### config.mk
export PLATFORM = sky130hd
export DESIGN_NAME = meas_frame_fifo_flat
export DESIGN_NICKNAME = d
export VERILOG_FILES = /design/src/rtl/meas_frame_fifo_pkg.sv /design/src/rtl/meas_frame_fifo_if.sv /design/src/rtl/meas_frame_fifo_sync_fifo.sv /design/src/rtl/meas_frame_fifo.sv /design/src/flat_wrapper.sv
export SDC_FILE = /design/constraint.sdc
export NUM_CORES = 1
export LEC_CHECK = 0
export ABC_AREA = 1
export CAP_MARGIN = 20
export CORE_UTILIZATION = 62
export CTS_CLUSTER_DIAMETER = 40
export DETAILED_ROUTE_END_ITERATION = 10
export GPL_ROUTABILITY_DRIVEN = 0
export PLACE_DENSITY = 0.86
export SYNTH_ARGS = -nofsm -noshare
export SYNTH_HDL_FRONTEND = slang
export SYNTH_SLANG_ARGS = --single-unit
export TNS_END_PERCENT = 1
### constraint.sdc
create_clock -name clk -period 6.7 [get_ports clk]
set_input_delay 1.675 -clock clk [delete_from_list [all_inputs] [get_ports clk]]
set_output_delay 1.675 -clock clk [all_outputs]
set_load 0.005 [all_outputs]
### src/rtl/meas_frame_fifo_pkg.sv
// meas_frame_fifo_pkg: framing constants and FSM state type shared by the frame FIFO files.
package meas_frame_fifo_pkg;
    localparam logic [7:0] SYNC_BYTE_DEF = 8'hA5;
    localparam int SEQ_W = 4;
    localparam int TAG_W = 4;
    localparam logic [TAG_W-1:0] TAG_MODE_SINGLE = 4'h1;
    localparam logic [TAG_W-1:0] TAG_MODE_DIFF = 4'h2;
    typedef enum logic {ST_IDLE, ST_SEND} state_t;
    function automatic int frame_len(input int data_width);
        return 3 + 2 * (data_width / 8);
    endfunction
endpackage

### src/rtl/meas_frame_fifo_if.sv
// meas_frame_fifo_if: record write port, FIFO status and output byte stream of the frame FIFO.
interface meas_frame_fifo_if #(
    parameter int DATA_WIDTH = 24,
    parameter int TAG_WIDTH = 4,
    parameter int DEPTH_LOG2 = 4
);
    logic clear;
    logic wr_en;
    logic [TAG_WIDTH-1:0] wr_tag;
    logic [DATA_WIDTH-1:0] wr_data_1;
    logic [DATA_WIDTH-1:0] wr_data_2;
    logic full;
    logic empty;
    logic [DEPTH_LOG2:0] level;
    logic overflow;
    logic [7:0] out_byte;
    logic out_valid;
    logic out_ready;
    modport master (
        output clear, wr_en, wr_tag, wr_data_1, wr_data_2, out_ready,
        input full, empty, level, overflow, out_byte, out_valid
    );
    modport slave (
        input clear, wr_en, wr_tag, wr_data_1, wr_data_2, out_ready,
        output full, empty, level, overflow, out_byte, out_valid
    );
endinterface

### src/rtl/meas_frame_fifo_sync_fifo.sv
// sync_fifo: register-array FIFO with registered full/empty/level; writes while full are ignored.
module sync_fifo #(
    parameter int WIDTH = 56,
    parameter int DEPTH_LOG2 = 4
) (
    input  logic clk,
    input  logic rst,
    input  logic i_clear,
    input  logic i_wr_en,
    input  logic [WIDTH-1:0] i_din,
    input  logic i_rd_en,
    output logic [WIDTH-1:0] o_dout,
    output logic o_full,
    output logic o_empty,
    output logic [DEPTH_LOG2:0] o_level
);
    localparam int DEPTH = 2 ** DEPTH_LOG2;
    logic [WIDTH-1:0] r_mem [DEPTH];
    logic [DEPTH_LOG2-1:0] r_wr_ptr, r_rd_ptr;
    logic [DEPTH_LOG2:0] r_level, w_level_nxt;
    logic r_full, r_empty;
    logic w_push, w_pop;
    assign w_push = i_wr_en && !r_full;
    assign w_pop = i_rd_en && !r_empty;
    assign w_level_nxt = r_level + (DEPTH_LOG2+1)'(w_push) - (DEPTH_LOG2+1)'(w_pop);
    assign o_dout = r_mem[r_rd_ptr];
    assign o_full = r_full;
    assign o_empty = r_empty;
    assign o_level = r_level;
    always_ff @(posedge clk)
        if (w_push) r_mem[r_wr_ptr] <= i_din;
    always_ff @(posedge clk) begin
        if (rst || i_clear) begin
            r_wr_ptr <= '0;
            r_rd_ptr <= '0;
            r_level <= '0;
            r_full <= 1'b0;
            r_empty <= 1'b1;
        end else begin
            if (w_push) r_wr_ptr <= r_wr_ptr + 1'b1;
            if (w_pop) r_rd_ptr <= r_rd_ptr + 1'b1;
            r_level <= w_level_nxt;
            r_full <= w_level_nxt == (DEPTH_LOG2+1)'(DEPTH);
            r_empty <= w_level_nxt == '0;
        end
    end
endmodule

### src/rtl/meas_frame_fifo.sv
// meas_frame_fifo: buffers {seq, tag, data_1, data_2} records and streams them as
// sync / seq-tag / data_1 / data_2 / XOR-checksum byte frames over valid/ready.
module meas_frame_fifo
    import meas_frame_fifo_pkg::*;
#(
    parameter int DATA_WIDTH = 24,
    parameter int TAG_WIDTH = TAG_W,
    parameter int DEPTH_LOG2 = 4,
    parameter logic [7:0] SYNC_BYTE = SYNC_BYTE_DEF
) (
    input logic clk,
    input logic rst,
    meas_frame_fifo_if.slave bus
);
    localparam int NB = DATA_WIDTH / 8;
    localparam int FL = frame_len(DATA_WIDTH);
    localparam int RW = SEQ_W + TAG_WIDTH + 2 * DATA_WIDTH;
    localparam int IW = $clog2(FL);
    state_t r_state, w_state_nxt;
    logic [RW-1:0] r_shadow, w_head;
    logic [IW-1:0] r_idx;
    logic [SEQ_W-1:0] r_seq;
    logic r_overflow;
    logic w_hs, w_last, w_pop;
    logic [7:0] w_frame [FL];
    logic [7:0] w_csum;
    sync_fifo #(.WIDTH(RW), .DEPTH_LOG2(DEPTH_LOG2)) u_fifo (
        .clk(clk),
        .rst(rst),
        .i_clear(bus.clear),
        .i_wr_en(bus.wr_en),
        .i_din({r_seq, bus.wr_tag, bus.wr_data_1, bus.wr_data_2}),
        .i_rd_en(w_pop),
        .o_dout(w_head),
        .o_full(bus.full),
        .o_empty(bus.empty),
        .o_level(bus.level)
    );
    assign w_hs = r_state == ST_SEND && bus.out_ready;
    assign w_last = r_idx == IW'(FL - 1);
    // Popping after the checksum handshake keeps consecutive frames gap-free.
    assign w_pop = !bus.clear && !bus.empty && (r_state == ST_IDLE || (w_hs && w_last));
    assign bus.overflow = r_overflow;
    always_ff @(posedge clk)
        r_state <= rst ? ST_IDLE : w_state_nxt;
    always_comb
        w_state_nxt = bus.clear ? ST_IDLE : w_pop ? ST_SEND : (w_hs && w_last) ? ST_IDLE : r_state;
    always_comb begin
        bus.out_valid = r_state == ST_SEND;
        bus.out_byte = bus.out_valid ? w_frame[r_idx] : 8'h00;
    end
    always_ff @(posedge clk) begin
        if (rst || bus.clear) begin
            r_shadow <= '0;
            r_idx <= '0;
            r_seq <= '0;
            r_overflow <= 1'b0;
        end else begin
            if (w_pop) begin
                r_shadow <= w_head;
                r_idx <= '0;
            end else if (w_hs && !w_last) r_idx <= r_idx + 1'b1;
            if (bus.wr_en && !bus.full) r_seq <= r_seq + 1'b1;
            if (bus.wr_en && bus.full) r_overflow <= 1'b1;
        end
    end
    // data_1 and data_2 sit adjacent in the shadow, so both words are one MSB-first byte run.
    always_comb begin
        w_frame[0] = SYNC_BYTE;
        w_frame[1] = r_shadow[RW-1 -: 8];
        w_csum = r_shadow[RW-1 -: 8];
        for (int i = 0; i < 2 * NB; i++) begin
            w_frame[2+i] = r_shadow[2*DATA_WIDTH-1-8*i -: 8];
            w_csum = w_csum ^ r_shadow[2*DATA_WIDTH-1-8*i -: 8];
        end
        w_frame[FL-1] = w_csum;
    end
endmodule

### src/flat_wrapper.sv
// flat-port wrapper written by rule: the top's interface ports become plain ports
module meas_frame_fifo_flat import meas_frame_fifo_pkg::*;
#(
    parameter int DATA_WIDTH = 24,
    parameter int TAG_WIDTH = TAG_W,
    parameter int DEPTH_LOG2 = 4,
    parameter logic [7:0] SYNC_BYTE = SYNC_BYTE_DEF
)
  (clk, rst, bus_clear, bus_wr_en, bus_wr_tag, bus_wr_data_1, bus_wr_data_2, bus_out_ready, bus_full, bus_empty, bus_level, bus_overflow, bus_out_byte, bus_out_valid);
  meas_frame_fifo_if #(.DATA_WIDTH(DATA_WIDTH), .TAG_WIDTH(TAG_WIDTH), .DEPTH_LOG2(DEPTH_LOG2)) bus_i ();
  input logic clk;
  input logic rst;
  input wire logic [$bits(bus_i.clear)-1:0] bus_clear;
  input wire logic [$bits(bus_i.wr_en)-1:0] bus_wr_en;
  input wire logic [$bits(bus_i.wr_tag)-1:0] bus_wr_tag;
  input wire logic [$bits(bus_i.wr_data_1)-1:0] bus_wr_data_1;
  input wire logic [$bits(bus_i.wr_data_2)-1:0] bus_wr_data_2;
  input wire logic [$bits(bus_i.out_ready)-1:0] bus_out_ready;
  output wire logic [$bits(bus_i.full)-1:0] bus_full;
  output wire logic [$bits(bus_i.empty)-1:0] bus_empty;
  output wire logic [$bits(bus_i.level)-1:0] bus_level;
  output wire logic [$bits(bus_i.overflow)-1:0] bus_overflow;
  output wire logic [$bits(bus_i.out_byte)-1:0] bus_out_byte;
  output wire logic [$bits(bus_i.out_valid)-1:0] bus_out_valid;
  assign bus_i.clear = bus_clear;
  assign bus_i.wr_en = bus_wr_en;
  assign bus_i.wr_tag = bus_wr_tag;
  assign bus_i.wr_data_1 = bus_wr_data_1;
  assign bus_i.wr_data_2 = bus_wr_data_2;
  assign bus_i.out_ready = bus_out_ready;
  assign bus_full = bus_i.full;
  assign bus_empty = bus_i.empty;
  assign bus_level = bus_i.level;
  assign bus_overflow = bus_i.overflow;
  assign bus_out_byte = bus_i.out_byte;
  assign bus_out_valid = bus_i.out_valid;
  meas_frame_fifo #(.DATA_WIDTH(DATA_WIDTH), .TAG_WIDTH(TAG_WIDTH), .DEPTH_LOG2(DEPTH_LOG2), .SYNC_BYTE(SYNC_BYTE)) u_core (.clk(clk), .rst(rst), .bus(bus_i));
endmodule
==> results by group <==
Synthesis
  – Seq cells post-synth: between 900 and 1,000
  – Proportion of synthesized chip area in sequential cells: 0.7122
  – Post-Synthesis Net Count: approximately 3,500
  – Leading cell types by total area after synthesis: sky130_fd_sc_hd__edfxtp_1 (67%), sky130_fd_sc_hd__nor2_1 (5.0%), sky130_fd_sc_hd__o21ai_0 (4.6%), sky130_fd_sc_hd__dfxtp_1 (4.0%), sky130_fd_sc_hd__nand3_1 (3.6%)
  – Post-synthesis instance total: around 3,400
  – Number of distinct standard cells referenced by the synthesized netlist: 34
  – Mapped cell area: approximately 40,000 um2
  – Post-Syn Area per Cell: 11.66 um2
  – Fraction of synthesized cell area taken by the top area cell type: 0.6717
  – Synth warn: 0
  – Top cell type by total area after synthesis: sky130_fd_sc_hd__edfxtp_1

CTS
  – Post-CTS clock slew at the launch and capture registers of the worst setup and hold paths: roughly 0.06 ns
  – Max H-tree Level: 3
  – Master cell of the clock root buffer: sky130_fd_sc_hd__clkbuf_16
  – Max Root-Sink Buffers: 3
  – Sink count of the clock tree: just under 1,000
  – CTS Buf Count: 113
  – Number of hold buffers added after cts: 0
  – TritonCTS clock tree: built
  – Number of instances resized during post-cts repair: 0
  – Post-CTS setup-driven buffer insertion count: 0
  – Worst skew pair latency: slightly below 0.7 ns

Layout
  – Final standard cell area without fillers: 45,290 um2
  – Area growth from synthesis to final layout: 13.08%
  – Commonest cells after routing, fill and taps aside: sky130_fd_sc_hd__edfxtp_1 (896), sky130_fd_sc_hd__nor2_1 (522), sky130_fd_sc_hd__o21ai_0 (367)
  – Most common cell after layout, fill and taps aside: sky130_fd_sc_hd__edfxtp_1
  – Non-filler instance count after layout: 4,395
  – Final-stage net count: around 3,500
  – Filler instances: between 3,000 and 4,000
  – Fraction of layout instances using a drive strength above 1: 0.07384

Detailed routing
  – Average via count per standard cell: between 6 and 7
  – DRT Pass-1 Iters: 6
  – First-iteration detailed-routing DRC count: 4,354
  – Routed WL: 102,900 um
  – Remaining routing DRC violations: 0
  – Antenna-violating nets left: 0
  – Vias: 28,040
  – Average wire per standard cell: between 20 and 25 um

Placed design
  – Number of buffers added on ports: 73
  – Total placed cells including tap cells: between 4,000 and 5,000
  – Detailed Place HPWL: 54,040 um
  – Area post-placement: around 41,000 um2
  – DP Worst Slack: 1.808 ns

STA
  – Max Fclk: between 150 and 200 MHz
  – Rel. slew slack: 0.2409
  – Clock period minus worst slack: 5.124 ns
  – Worst-case clock skew: around 0.047 ns
  – Post-route worst setup slack: roughly 1.6 ns
  – Number of setup violations in the final report: 0
  – Setup Total Neg Slack: 0 ns
  – Unrepaired setup endpoints after global routing: no
  – Transition time at the pin with the least slew margin: between 1 and 1.5 ns
  – Total count of hold-check failures in the final report: 0
  – Pins Over Slew Limit: 0
  – Final worst path period share: 0.7648

Die
  – Effective utilization at floorplan: 0.6315
  – Overall die area: approximately 66,000 um2
  – Die Wd: 256.2 um
  – Die Y-Extent: 256.2 um
  – Placeable core area: approximately 63,000 um2
  – Total I/O pin count: 74
  – Site row count: between 90 and 100

Flow run
  – Number of violations of the max-capacitance limit: 0

Setup path
  – Register-to-register setup slack: 3.30 ns
  – Setup crit end: bus_out_byte[1]
  – Slowest cell on the critical path: sky130_fd_sc_hd__clkdlybuf4s50_1
  – Timing startpoint of the critical path: u_core.r_idx[0]$_SDFFE_PP0P_
  – Worst Path Arrival: 3.45 ns
  – Worst-path fanout max: 38
  – Launching point of the worst reg2reg path: u_core.u_fifo.r_rd_ptr[0]$_SDFFE_PP0P_
  – Terminus of the critical flop-to-flop path: u_core.r_shadow[39]$_SDFFE_PP0P_
  – Series of cell instances along the critical path: buf_4 -> inv_1 -> nor2_2 -> inv_1 -> o211ai_1 -> nand3_1 -> a21oi_1 -> clkdlybuf4s50_1
  – Required time at the endpoint of the critical path: 5.03 ns
  – Crit Path Class: reg -> out
  – Top cell by count, worst path: sky130_fd_sc_hd__inv_1
  – Reg2Reg Depth: 9
  – CP peak stage delay: 0.59 ns
  – Type of origin of the critical path: flip-flop
  – Crit path capture type: primary output

Outcome
  – Result of the run: complete, no violations

Global routing
  – Antenna violations before repair: 3
  – Global Route Usage Sum: 0.3105
  – Via count of the first global-routing pass: ~28,000
  – Global-route congestion overflow total: 0
  – Wire length of the first global-routing pass: between 150,000 and 200,000 um
  – Largest net degree at the start of global routing: approximately 250

Power
  – Max VDD drop: 0.2527 mV
  – Pwr per Cell Area: between 300 and 400 nW/um2
  – Leakage: 15.31 nW
  – Post-layout power: 13.97 mW

Worst hold path
  – Worst min path class: reg -> reg
==> logic make-up (layout without fill, tap and decap cells) <==
logic type,after synthesis,in the layout,synth area share
AOI/OAI and AO/OA,864,864,0.1194
and+or+nand+nor,1097,1097,0.1132
DFF,977,977,0.7122
buffers and inverters,480,592,0.04982
adders and majority gates,14,14,0.004561
xor gates and xnor gates,4,4,0.0008748
other,0,1,0
==> per-stage QoR <==
step | hold WS [ns] | util
2_1_floorplan | 0.4591 | -
3_3_place_gp | 0.4783 | 0.6520
3_5_place_dp | 0.4676 | 0.6520
4_1_cts | 0.4927 | 0.7141
5_1_grt | 0.5572 | 0.7141
6_report | 0.5003 | 0.7141
==> how the worst min path moves through the flow <==
stage | startpoint | to | slack [ns] | cells after the start
global route | u_core.r_idx[3]$_SDFFE_PP0P_ | u_core.r_idx[3]$_SDFFE_PP0P_ | 0.56 | 2
finish | u_core.bus.overflow$_SDFFE_PP0P_ | u_core.bus.overflow$_SDFFE_PP0P_ | 0.50 | 2
global placement | u_core.r_idx[3]$_SDFFE_PP0P_ | u_core.r_idx[3]$_SDFFE_PP0P_ | 0.48 | 2
floorplan | u_core.u_fifo.o_empty$_SDFF_PP1_ | u_core.bus.out_valid$_SDFFE_PP0P_ | 0.46 | 1
CTS | u_core.bus.overflow$_SDFFE_PP0P_ | u_core.bus.overflow$_SDFFE_PP0P_ | 0.49 | 2
detailed placement | u_core.bus.overflow$_SDFFE_PP0P_ | u_core.bus.overflow$_SDFFE_PP0P_ | 0.47 | 2
==> synthesized netlist by cell type, drive strengths merged <==
cell    count
a211oi      2
a21oi     205
a22oi       8
and3        1
buf        93
clkbuf    120
clkinv      2
dfxtp      81
edfxtp    896
fa          1
ha         13
inv       265
nand2     258
nand3     289
nand4       2
nor2      540
nor3        4
nor3b       1
nor4        2
o211ai    172
o21ai     476
o22ai       1
xnor2       2
xor2        2
==> metal layers <==
metal / share of wire / vias up / wire length (um) / GRT usage
li1: - / 12290 / - / -
met3: 0.11 / 340 / 11640 / 0.05150
met2: 0.49 / 2028 / 50560 / 0.5105
met5: 0.00013 / - / 13 / 0
met1: 0.35 / 13370 / 36240 / 0.4032
met4: 0.043 / 2 / 4418 / 0.1550
==> where the power goes <==
group	leakage, nW	switching (mW)	internal [mW]	total, mW
clock	1.88	2.58	3.80	6.37
sequential	8.73	0.0573	6.73	6.79
combinational	4.71	0.576	0.237	0.813
==> worst max-delay path, delay by kind of cell (launching register included) <==
kind                   cells  cell delay [ns]
and+or+nand+nor            2             0.47
AOI/OAI and AO/OA          2             0.61
buffers and inverters      4             1.35
DFF                        1             0.33
==> layout make-up <==
| type | count | area (um2) | share of cell area |
|---|---|---|---|
| antenna | 1 | 2.502 | 0.00005525 |
| clock buffer | 133 | 2964 | 0.06544 |
| clock inverter | 80 | 977.2 | 0.02157 |
| inverter | 267 | 1012 | 0.02235 |
| multi-input combinational | 1979 | 9652 | 0.2131 |
| sequential | 977 | 28540 | 0.6301 |
| tap | 846 | 1059 | 0.02337 |
| timing repair buffer | 112 | 1086 | 0.02398 |
==> sequential cells by signal (all words and copies together) (netlist names) <==
signal,count
u_core.u_fifo.o_level,5
u_core.r_shadow,56
u_core.u_fifo.o_empty,1
u_core.u_fifo.r_rd_ptr,4
u_core.r_seq,4
u_core.u_fifo.r_mem,896
u_core.u_fifo.r_wr_ptr,4
u_core.r_idx,4
u_core.u_fifo.o_full,1
u_core.bus.out_valid,1
u_core.bus.overflow,1
(Power assumes the default switching activity.)
